[src/rtl/flopr_pipe.sv]
// flopr_pipe: elastic pipeline register. A WIDTH-bit payload moves through
// DEPTH register stages. The design tracks a valid bit per stage, collapses
// bubbles, stalls under backpressure, supports a synchronous flush and keeps
// a registered occupancy count.
//
// Handshake: a transfer happens on a rising edge when valid and ready are
// both high in the cycle before that edge. On the input side this is
// in_valid & in_ready. On the output side it is out_valid & out_ready, and
// out_valid is already masked by flush. A producer may assert valid without
// waiting for ready. While out_valid=1 and out_ready=0, out_data stays
// stable. in_ready is combinational from out_ready through the stage chain.
module flopr_pipe #(
   parameter int WIDTH = 8,
   parameter int DEPTH = 2,
   localparam int CW   = $clog2(DEPTH + 1)
) (
   input  logic             clk,
   input  logic             reset,
   input  logic             flush,
   input  logic             in_valid,
   input  logic [WIDTH-1:0] in_data,
   output logic             in_ready,
   output logic             out_valid,
   output logic [WIDTH-1:0] out_data,
   input  logic             out_ready,
   output logic [CW-1:0]    count
);

   logic [DEPTH-1:0] r_v;
   logic [WIDTH-1:0] r_d [DEPTH];
   logic [CW-1:0]    r_count;

   logic [DEPTH-1:0] w_adv;
   logic             w_in_ready;
   logic             w_push;
   logic             w_pop;

   // A stage may advance when some stage at or beyond it is empty, or when
   // the output is being drained. This is the unrolled form of
   // adv[i] = !v[i] | adv[i+1]. It avoids a self-referencing vector.
   for (genvar g = 0; g < DEPTH; g++) begin : g_adv
      assign w_adv[g] = out_ready | ~(&r_v[DEPTH-1:g]);
   end

   assign w_in_ready = w_adv[0] & ~flush;
   assign w_push     = in_valid & w_in_ready;
   assign w_pop      = r_v[DEPTH-1] & out_ready & ~flush;

   assign in_ready  = w_in_ready;
   assign out_valid = r_v[DEPTH-1] & ~flush;
   assign out_data  = r_d[DEPTH-1];
   assign count     = r_count;

   // Stage registers: reset clears everything. Flush drops the valid bits
   // and leaves the data. Otherwise each advancing stage loads from the
   // stage behind it.
   always_ff @(posedge clk) begin
      if (reset) begin
         r_v <= '0;
         for (int i = 0; i < DEPTH; i++) begin
            r_d[i] <= '0;
         end
      end else if (flush) begin
         r_v <= '0;
      end else begin
         if (w_adv[0]) begin
            r_v[0] <= w_push;
            r_d[0] <= in_data;
         end
         for (int i = 1; i < DEPTH; i++) begin
            if (w_adv[i]) begin
               r_v[i] <= r_v[i-1];
               r_d[i] <= r_d[i-1];
            end
         end
      end
   end

   // Occupancy: count input and output transfers. A push and a pop in the
   // same cycle cancel, so the count always equals the number of set valid
   // bits.
   always_ff @(posedge clk) begin
      if (reset || flush) begin
         r_count <= '0;
      end else if (w_push && !w_pop) begin
         r_count <= r_count + CW'(1);
      end else if (w_pop && !w_push) begin
         r_count <= r_count - CW'(1);
      end
   end

endmodule

[config.mk]
export PLATFORM = sky130hd
export DESIGN_NAME = flopr_pipe
export DESIGN_NICKNAME = d
export VERILOG_FILES = /design/src/rtl/flopr_pipe.sv
export SDC_FILE = /design/constraint.sdc
export NUM_CORES = 1
export LEC_CHECK = 0
export CORE_MARGIN = 5
export CORE_UTILIZATION = 44
export DETAILED_ROUTE_END_ITERATION = 16
export MAX_ROUTING_LAYER = met4
export PLACE_DENSITY = 0.79
export SYNTH_ARGS = -nofsm -noshare
export SYNTH_HDL_FRONTEND = slang
export SYNTH_SLANG_ARGS = --single-unit
export TNS_END_PERCENT = 30
[constraint.sdc]
create_clock -name clk -period 2.5 [get_ports clk]
set_clock_uncertainty 0.1 [all_clocks]
set_input_delay 0.25 -clock clk [delete_from_list [all_inputs] [get_ports clk]]
set_output_delay 0.25 -clock clk [all_outputs]
set_load 0.1 [all_outputs]
Yosys cells after proc, flatten, opt, wreduce, memory -nomap -nowiden
Memory sizes are Yosys's and may differ from the RTL's. Cells that the tools add are included. Widths: inputs -> output; s select.

Memories kept: 1. RAM bits: 16. Register bits after elaboration: 4.

Memories: r_d (words 2, width 8, read ports 2, clocked after memory_dff 0, wr ports 2, line 30) `logic [WIDTH-1:0] r_d [DEPTH];`.

Mux-type cells: 14. Reductions and logical operators: 8. Bitwise gates (word level): 12. Add/sub/neg operators: 2.

Operator list (count): $mux 8 (2); $mux 1 (10); $and 1x1->1 (5); $mux 2 (2); $or 1x1->1 (4); $not 1->1 (3); $add 2x1->2 const B (1); $logic_and 1x1->1 (2); $logic_not 1->1 (2); $reduce_and 2->1 (1); $reduce_bool 2->1 (1); $reduce_or 2->1 (1); $sub 2x1->2 const B (1); $logic_or 1x1->1 (1).

Logic depth before layout (Yosys ltp)
Word-level depth: 9. Mapped depth: 7. Mapped depth without buffers: 7.

Worst setup path before layout
No wires, ideal clock.

Path type: flip-flop to flip-flop. Start: register r_v[0]. End: register r_count[1] (netlist: count[1]). Path buffers: 0. Data required time: 2.324 ns. Setup time: 0.076 ns. Cell stages (with the launch flop): 7. Setup slack: -0.509 ns. Period minus slack after synthesis: 3.009 ns. Arrival time: 2.833 ns. Cell sequence: dfxtp_1 -> and3b_2 -> nor2_1 -> and2_1 -> ha_1 -> or3_1 -> a21boi_0.

Word-level cells in the longest chain between the ends: 8. Elaborated cells on any way between the ends: 10.

Ends and longest elaborated chain: from (decl) (line 29) `logic [DEPTH-1:0] r_v;`; from (signal assigned) (line 67) `r_v[0] <= w_push;`; from (signal, indexed assignment) (line 72) `r_v[i] <= r_v[i-1];`; $reduce_and 2->1 (*) (line 42) `assign w_adv[g] = out_ready | ~(&r_v[DEPTH-1:g]);`; $not 1->1 (*) (line 42); $or 1x1->1 (*) (line 42); $and 1x1->1 (*) (line 45) `assign w_in_ready = w_adv[0] & ~flush;`; net in_ready (line 22) `output logic in_ready,`; $and 1x1->1 (*) (line 46) `assign w_push = in_valid & w_in_ready;`; net w_push (line 35) `logic w_push;`; $logic_not 1->1 (line 87) `end else if (w_pop && !w_push) begin`; $logic_and 1x1->1 (line 87); $reduce_bool 2->1 (no source line); to (signal assigned) (line 86) `r_count <= r_count + CW'(1);`; to (signal assigned) (line 88) `r_count <= r_count - CW'(1);`; to (decl) (line 31) `logic [CW-1:0] r_count;`.

The timed path passes the listed nets; every way through them passes the cells marked *. A chain may end at the register's enable or synchronous reset.

Final worst setup path
Start: input port out_ready. End: register r_count[1] (netlist: count[1]).

Word-level cells in the longest chain between the ends: 6. Elaborated cells on any way between the ends: 11.

Ends and longest elaborated chain: from (decl) (line 25) `input logic out_ready,`; $or 1x1->1 (*) (line 42); $and 1x1->1 (*) (line 45); $and 1x1->1 (*) (line 46); net w_push (line 35); $logic_not 1->1 (line 87); $logic_and 1x1->1 (line 87); $reduce_bool 2->1 (no source line).

Marks and branches as above.

==> impl_metrics.csv <==
group,metric,value,unit
global_route,grt_pass1_wl,2110,um
global_route,track_usage,10.2,%
logic_synthesis,seq_area_frac_synth,63.0,%
floorplanning,dieHeight,55.0,um
logic_synthesis,syn_area,890,sq um
clocking,clkTransAtPathRegs,0.10,ns
worst_setup_path,crit_fanout,3,
detailed_routing,drcViolationCount,0,
pwr,vdd_drop_max,0.409,mV
logic_synthesis,ys_ff_latch,20,
clocking,cts_setup_buffers,0,
place,place_hpwl,1020,um
place,dp_cells,107,
detailed_routing,dr_total_vias,481,
detailed_routing,wl_per_cell,11.4,um
clocking,clk_path_buf_depth,2,
floorplanning,die_x,55.0,um
logic_synthesis,synth.distinct_cells,21,
sta,period_share,80.4,%
worst_setup_path,critPathLaunchType,"primary input",
run_status,status,"complete, no violations",
clocking,cts_root_buf,"clkbuf_4",
floorplanning,core_area,1940,sq um
worst_setup_path,cp.arrival,2.13,ns
place,gp_congestion,0.697,
place,dpl_cell_area,1090,sq um
cells_and_area,multi_input_area,263,sq um
sta,fin_setup_tns,0,ns
cells_and_area,final_common_cell,"edfxtp_1",
sta,setup_viol,0,
clocking,numCtsBuffers,3,
logic_synthesis,syn_area_per_cell,13.9,sq um
run,max_cap_violations,0,
worst_setup_path,path_class,"primary input to flop",
cells_and_area,num-fill-cells,164,
sta,tightestPinTransition,0.434,ns
pwr,p_total,0.695,mW
place,dp_slack,0.184,ns
cells_and_area,layout_common_cells,"16 x edfxtp_1, 13 x and2_2, 12 x clkdlybuf4s50_1, 12 x buf_4",
pwr,power_density,624,nW/um^2
cells_and_area,drive_gt1_share,41.7,%
global_route,grt_remaining_overflow,0,
floorplanning,fp.dieArea,3020,sq um
clocking,hold_buffers,0,
pwr,p_leak,0.456,nW
worst_setup_path,worst_ep_required_time,2.62,ns
detailed_routing,ant_nets,0,
detailed_routing,drtIter0Drc,3,
floorplanning,num_io_pins,25,
floorplanning,initial_utilization,45.8,%
sta,hold_violations,0,
clocking,clk_latency,0.29,ns
sta,slew_violations,0,
clocking,cts_tree,"done",
sta,rsz0062_at_grt,"false",
detailed_routing,viasPerCell,4.33,
detailed_routing,wirelength,1270,um
global_route,grt_pass1_vias,519,
logic_synthesis,synthesis.nets,78,
global_route,grt_max_degree,17,
clocking,cts_resized,0,
sta,setup_ws,0.489,ns
detailed_routing,firstDrtPassIters,4,
sta,holdWs,0.374,ns
global_route,antenna_found_initial,0,
cells_and_area,syn_to_final_growth,25.2,%
worst_setup_path,end_kind,"flop",
cells_and_area,nNetsFinal,99,
hold_path,hold_path_class,"flop to flop",
place,buffer_ports.inserted,24,
floorplanning,rows,16,
cells_and_area,stdcell_area,1110,sq um
cells_and_area,fin_cells,111,
logic_synthesis,synth_cells,64,
sta,fmax,0.497,GHz
sta,slew_headroom,71.0,%
cells_and_area,n_antenna_cell,0,
clocking,htree_levels,1,
cells_and_area,post-route-util,57.3,%
logic_synthesis,yosys_warnings,0,
sta,period_minus_slack,2.01,ns
cells_and_area,seq_area,561,sq um
clocking,clock_sinks,20,
power by group:
part	internal [mW]	switching (mW)	total [mW]
logic	0.0470	0.107	0.155
registers	0.382	0.00589	0.388
clock network	0.0619	0.0909	0.153
total	0.491	0.204	0.695
cells in the mapped netlist:
| cell | n | share of area [%] |
|---|---|---|
| edfxtp_1 | 16 | 54 |
| and2_2 | 13 | 11 |
| buf_4 | 8 | 6.8 |
| and2_1 | 4 | 2.8 |
| dfxtp_1 | 4 | 9.0 |
| nor2_1 | 2 | 0.84 |
| o21a_1 | 2 | 1.7 |
| xor2_1 | 2 | 2.0 |
| a21boi_0 | 1 | 0.84 |
| and2b_2 | 1 | 0.98 |
| and3b_2 | 1 | 1.1 |
| buf_6 | 1 | 1.3 |
| ha_1 | 1 | 1.4 |
| nand2_1 | 1 | 0.42 |
| nor2b_1 | 1 | 0.70 |
| nor3_1 | 1 | 0.56 |
| nor3_4 | 1 | 1.8 |
| o21ai_0 | 1 | 0.56 |
| o21bai_1 | 1 | 0.84 |
| or2_2 | 1 | 0.70 |
| or3_1 | 1 | 0.70 |
metal layers:
metal	vias to the layer above	share of wire, %	global-route usage, %
met4	0	1.7	5.67
met5	-	0	-
met1	217	43	12.6
met3	2	4.1	2.41
li1	249	-	-
met2	13	51	15.4
path summary, 6_finish.rpt:
kind,start,slack (ns),cells past startpoint,to
worst min-delay path,r_v[0]$_SDFFE_PP0N_,0.37,1,r_v[1]$_SDFFE_PP0N_
worst max-delay path,out_ready,0.49,7,count[1]$_SDFFE_PP0P_
worst max register to register,r_v[0]$_SDFFE_PP0N_,0.64,6,count[1]$_SDFFE_PP0P_
worst min register to register,r_v[0]$_SDFFE_PP0N_,0.37,1,r_v[1]$_SDFFE_PP0N_
flip-flops by register name (all words and copies together) (netlist names):
register,flops
count,2
r_v,2
r_d,16
cells by family (layout without fill, tap and decap cells):
kind of cell               after synthesis  after routing  share of synthesized area [%]
xor gates and xnor gates                 2              2                           1.97
DFF                                     20             20                           63.0
and+or+nand+nor                         27             27                           21.7
AOI/OAI and AO/OA                        5              5                           3.94
adders and majority gates                1              1                           1.41
buffers and inverters                    9             29                           8.02
final cells by class:
cell class                      instances  area share (%)
Sequential cell                        20            50.3
Clock buffer                            4            2.36
Tap cell                               27            3.03
Timing Repair Buffer                   25            20.7
Multi-Input combinational cell         35            23.6
critical path, cell delays in order:
cell,delay (ns)
clkdlybuf4s50_1,0.49
and3b_2,0.25
nor2_2,0.18
and2_1,0.16
ha_1,0.26
or3_1,0.38
a21boi_0,0.16
Power figures use the tool's default switching activity.
==> RTL change 1, RTL diff (same settings) <==
The parameter `WIDTH` goes from 8 to 6.
--- a/src/rtl/flopr_pipe.sv
+++ b/src/rtl/flopr_pipe.sv
@@ -10,7 +10,7 @@
 // waiting for ready. While out_valid=1 and out_ready=0, out_data stays
 // stable. in_ready is combinational from out_ready through the stage chain.
 module flopr_pipe #(
-   parameter int WIDTH = 8,
+   parameter int WIDTH = 6,
    parameter int DEPTH = 2,
    localparam int CW   = $clog2(DEPTH + 1)
 ) (
Interface: changed (resized in_data and out_data); port bits go from 25 to 21. No check against the original RTL was run, so the function may have changed too.
==> RTL change 1 against the original RTL <==
- wire length fell by 16%
- worst setup slack improved by 0.037 ns
- power fell by 18%
- final area fell by 20%
- area after synthesis fell by 20%
- count of clock-buffer cells in the layout fell by 1
- sequential cell count fell by 4
- critical path type unchanged
==> RTL change 1: results (changes against the original RTL) <==
[final_layout]
num-multi-input-gates=31  ; was 35
clock_area_share_pct=2.94  ; was 2.36%
nets=84  ; was 99
fill_cells=132  ; was 164
signal_buffers=20  ; was 25
largest_register_ffs=12  ; was 16

[synth]
synth_nets=66  ; was 78
yosys.area_share.adder_pct=1.76  ; was 1.41%
synth_cell_types=19  ; was 21
synth-seq-area-share_pct=62.0  ; was 63.0%
synthXorXnorAreaFrac_pct=2.46  ; was 1.97%
synth-edff-count=12  ; was 16

[detailed_routing]
vias=406  ; was 481
drtPass1Iterations=2  ; was 4
initialDrtViolationCount=2  ; was 3

[run_status]
status=complete, no violations  ; unchanged

[grt]
met3_usage_pct=2.66  ; was 2.41%
grt_use_met2_pct=14.6  ; was 15.4%
grt_max_degree=13  ; was 17
grt_pass1_vias=382  ; was 519
grtUsageTotal_pct=9.87  ; was 10.2%

[place]
gp_congestion=0.638  ; was 0.697
post-dp-hpwl_um=844  ; was 1020 um
io_buffers=20  ; was 24
place_ws_ns=0.237  ; was 0.184 ns

[pwr]
clk-power_uw=137  ; was 153 uW
powerComb_uw=124  ; was 155 uW

[RTL change 1: path summary, 6_finish.rpt]
check / cells past startpoint / slack (ns) / to
max: 7 / 0.53 / count[1]
min: 1 / 0.38 / r_v[1]
max reg2reg: 6 / 0.67 / count[1]
min reg2reg: 1 / 0.38 / r_v[1]
[RTL change 1: routing by layer]
| layer | vias to the layer above | wire [um] |
|---|---|---|
| met5 | - | 0 |
| met3 | 4 | 77 |
| met2 | 14 | 507 |
| li1 | 211 | - |
| met4 | 0 | 42 |
| met1 | 177 | 435 |
[RTL change 1: metrics by stage]
stage / power, mW / cell area [um^2] / instances / utilization (%) / hold slack, ns
2_1_floorplan: 0.410 / 716 / 54 / - / 0.227
3_3_place_gp: 0.437 / 867 / 83 / 56.9 / 0.347
3_5_place_dp: 0.439 / 867 / 83 / 56.9 / 0.353
4_1_cts: 0.577 / 893 / 87 / 58.6 / 0.389
5_1_grt: 0.593 / 893 / 87 / 58.6 / 0.404
6_report: 0.569 / 893 / 87 / 58.6 / 0.379
==> RTL change 2, RTL diff (same settings) <==
Without the edit above. Make the reset (`reset`) asynchronous in one clocked block.
--- a/src/rtl/flopr_pipe.sv
+++ b/src/rtl/flopr_pipe.sv
@@ -54,7 +54,7 @@
    // Stage registers: reset clears everything. Flush drops the valid bits
    // and leaves the data. Otherwise each advancing stage loads from the
    // stage behind it.
-   always_ff @(posedge clk) begin
+   always_ff @(posedge clk or posedge reset) begin
       if (reset) begin
          r_v <= '0;
          for (int i = 0; i < DEPTH; i++) begin
Function: differs if reset is asserted again (counterexample within 4 cycles, from zero or initial values and one cycle with reset high); with reset held inactive, the same outputs for 10 cycles.
==> RTL change 2 against the original RTL <==
- final area fell by 0.34%
- fmax is 1.4% higher
- sequential cell count stayed put
- area after synthesis fell by 2.8%
- sequential share of layout area fell by 6.1 points
- worst setup slack better by 0.027 ns
- critical path depth unchanged
- wire length rose by 19%
Power is not compared: it rests on default switching activity, and its combinational part moved more than twofold at a synthesized area within 25%.
==> RTL change 2: results (changes against the original RTL) <==
[run_status]
status=complete, no violations  ; unchanged

[grt]
grtUsageTotal_pct=12.1  ; was 10.2%
grt_pass1_vias=551  ; was 519
grt_max_degree=19  ; was 17
grt_pass1_wl_um=2440  ; was 2110 um

[timing]
worst_pin_slew_ns=0.649  ; was 0.434 ns
whs_ns=0.325  ; was 0.374 ns

[pwr]
leakagePower_nw=0.481
powerComb_uw=327
power_density_mw_per_mm2=776
p_clk_share_pct=17.7
ir_worst_vdd_mv=0.396

[synth]
synth_warnings=0  ; unchanged
synth_common_cells=dfrtp_1, mux2_2, buf_4, nor2_1  ; was edfxtp_1, and2_2, buf_4, and2_1, dfxtp_1
synthXorXnorAreaFrac_pct=2.03  ; was 1.97%
synth_cell_types=19  ; was 21
synth_nets=77  ; was 78
synthCells=63  ; was 64
synth_compound_area_share_pct=3.91  ; was 3.94%
synth.area.top_cells=dfrtp_1, mux2_2, buf_4  ; was edfxtp_1, and2_2, dfxtp_1
synth_top_area_cell=dfrtp_1  ; was edfxtp_1
async_reset_ff_share_pct=90.0  ; was 0%
yosys.area_share.adder_pct=1.45  ; was 1.41%
muxShareOfSynthArea_pct=20.8  ; was 0%
synth-seq-area-share_pct=56.7  ; was 63.0%

[final_layout]
nets=99  ; unchanged
drive_gt1_share_pct=44.0  ; was 41.7%

[job]
cap_violations=0  ; unchanged

[clock_network]
cts-root-buf=clkbuf_4  ; unchanged
cts_made_buffers=3  ; unchanged
cts_resized=0  ; unchanged
clock_insertion_delay_worst_skew_ns=0.28
clkTransAtPathRegs_ns=0.11
clock_path_buffers=2  ; unchanged
cts_setup_buffers=0  ; unchanged

[detailed_routing]
initialDrtViolationCount=3  ; unchanged
vias=527  ; was 481
wl_per_cell_um=13.6  ; was 11.4 um
viasPerCell=4.75  ; was 4.33
drtPass1Iterations=2  ; was 4

[place]
gp_congestion=0.730  ; was 0.697
post-dp-hpwl_um=1200  ; was 1020 um
placed_cell_area_mm2=0.00108  ; was 0.00109 mm^2
place_ws_ns=0.233  ; was 0.184 ns
place_inst=107  ; unchanged
io_buffers=24  ; unchanged

[worst_setup_path]
cp.arrival_ns=2.09  ; was 2.13 ns
timing.rr.start=r_v[1]  ; was r_v[0]
r2r_slack_ns=0.58  ; was 0.64 ns
critPathMaxFanout=4  ; was 3

[hold_path]
hold_path.class=input port to async pin  ; was register to register

## RTL change 2: cell count changes in the layout (fill, tap and decap cells not counted), sizes merged, moves of 2 or more
cell,unedited run,this run
and2,17,1
nor2,2,4
dfrtp,0,18
o21a,2,0
mux2,0,16
a21oi,0,2
dfxtp,4,2
edfxtp,16,0
## RTL change 2: cells by family after synthesis
logic type               after synthesis
XOR/XNOR                               2
AND/OR/NAND/NOR                       10
buffers and inverters                 10
multiplexers                          16
flip-flops                            20
AO/OA/AOI/OAI                          4
adder cells (fa/ha/maj)                1
## RTL change 2: layer usage
metal | wire [um] | GRT usage [%] | share of wire [%] | vias up
met5 | 0 | - | 0 | -
met4 | 19 | 4.98 | 1.3 | 0
met3 | 81 | 2.45 | 5.4 | 4
met2 | 803 | 20.7 | 53 | 14
met1 | 604 | 13.7 | 40 | 260
li1 | - | - | - | 249
## RTL change 2: worst max-delay path by stage
stage | start | endpoint | slack [ns] | cells after the start
2_1_floorplan | flush | count[1] | 0.06 | 6
3_3_place_gp | out_ready | count[1] | 0.29 | 7
3_5_place_dp | out_ready | count[1] | 0.23 | 7
4_1_cts | out_ready | count[1] | 0.52 | 7
5_1_grt | out_ready | count[1] | 0.42 | 7
6_report | out_ready | count[1] | 0.52 | 7
## RTL change 2: final cells by class
class,instances,area [um^2]
clock buffers,4,26.3
multi-input cells,33,305
inverters,1,3.75
repair buffers,26,250
fillers,171,812
flip-flops and latches,20,490
well taps,27,33.8
## RTL change 2: critical path, cell delays in order
cell and delay, ns:
clkdlybuf4s50_1 0.47, nor2b_4 0.21, a21oi_4 0.07, and2_1 0.16
ha_1 0.32, or3_1 0.38, a211oi_1 0.23
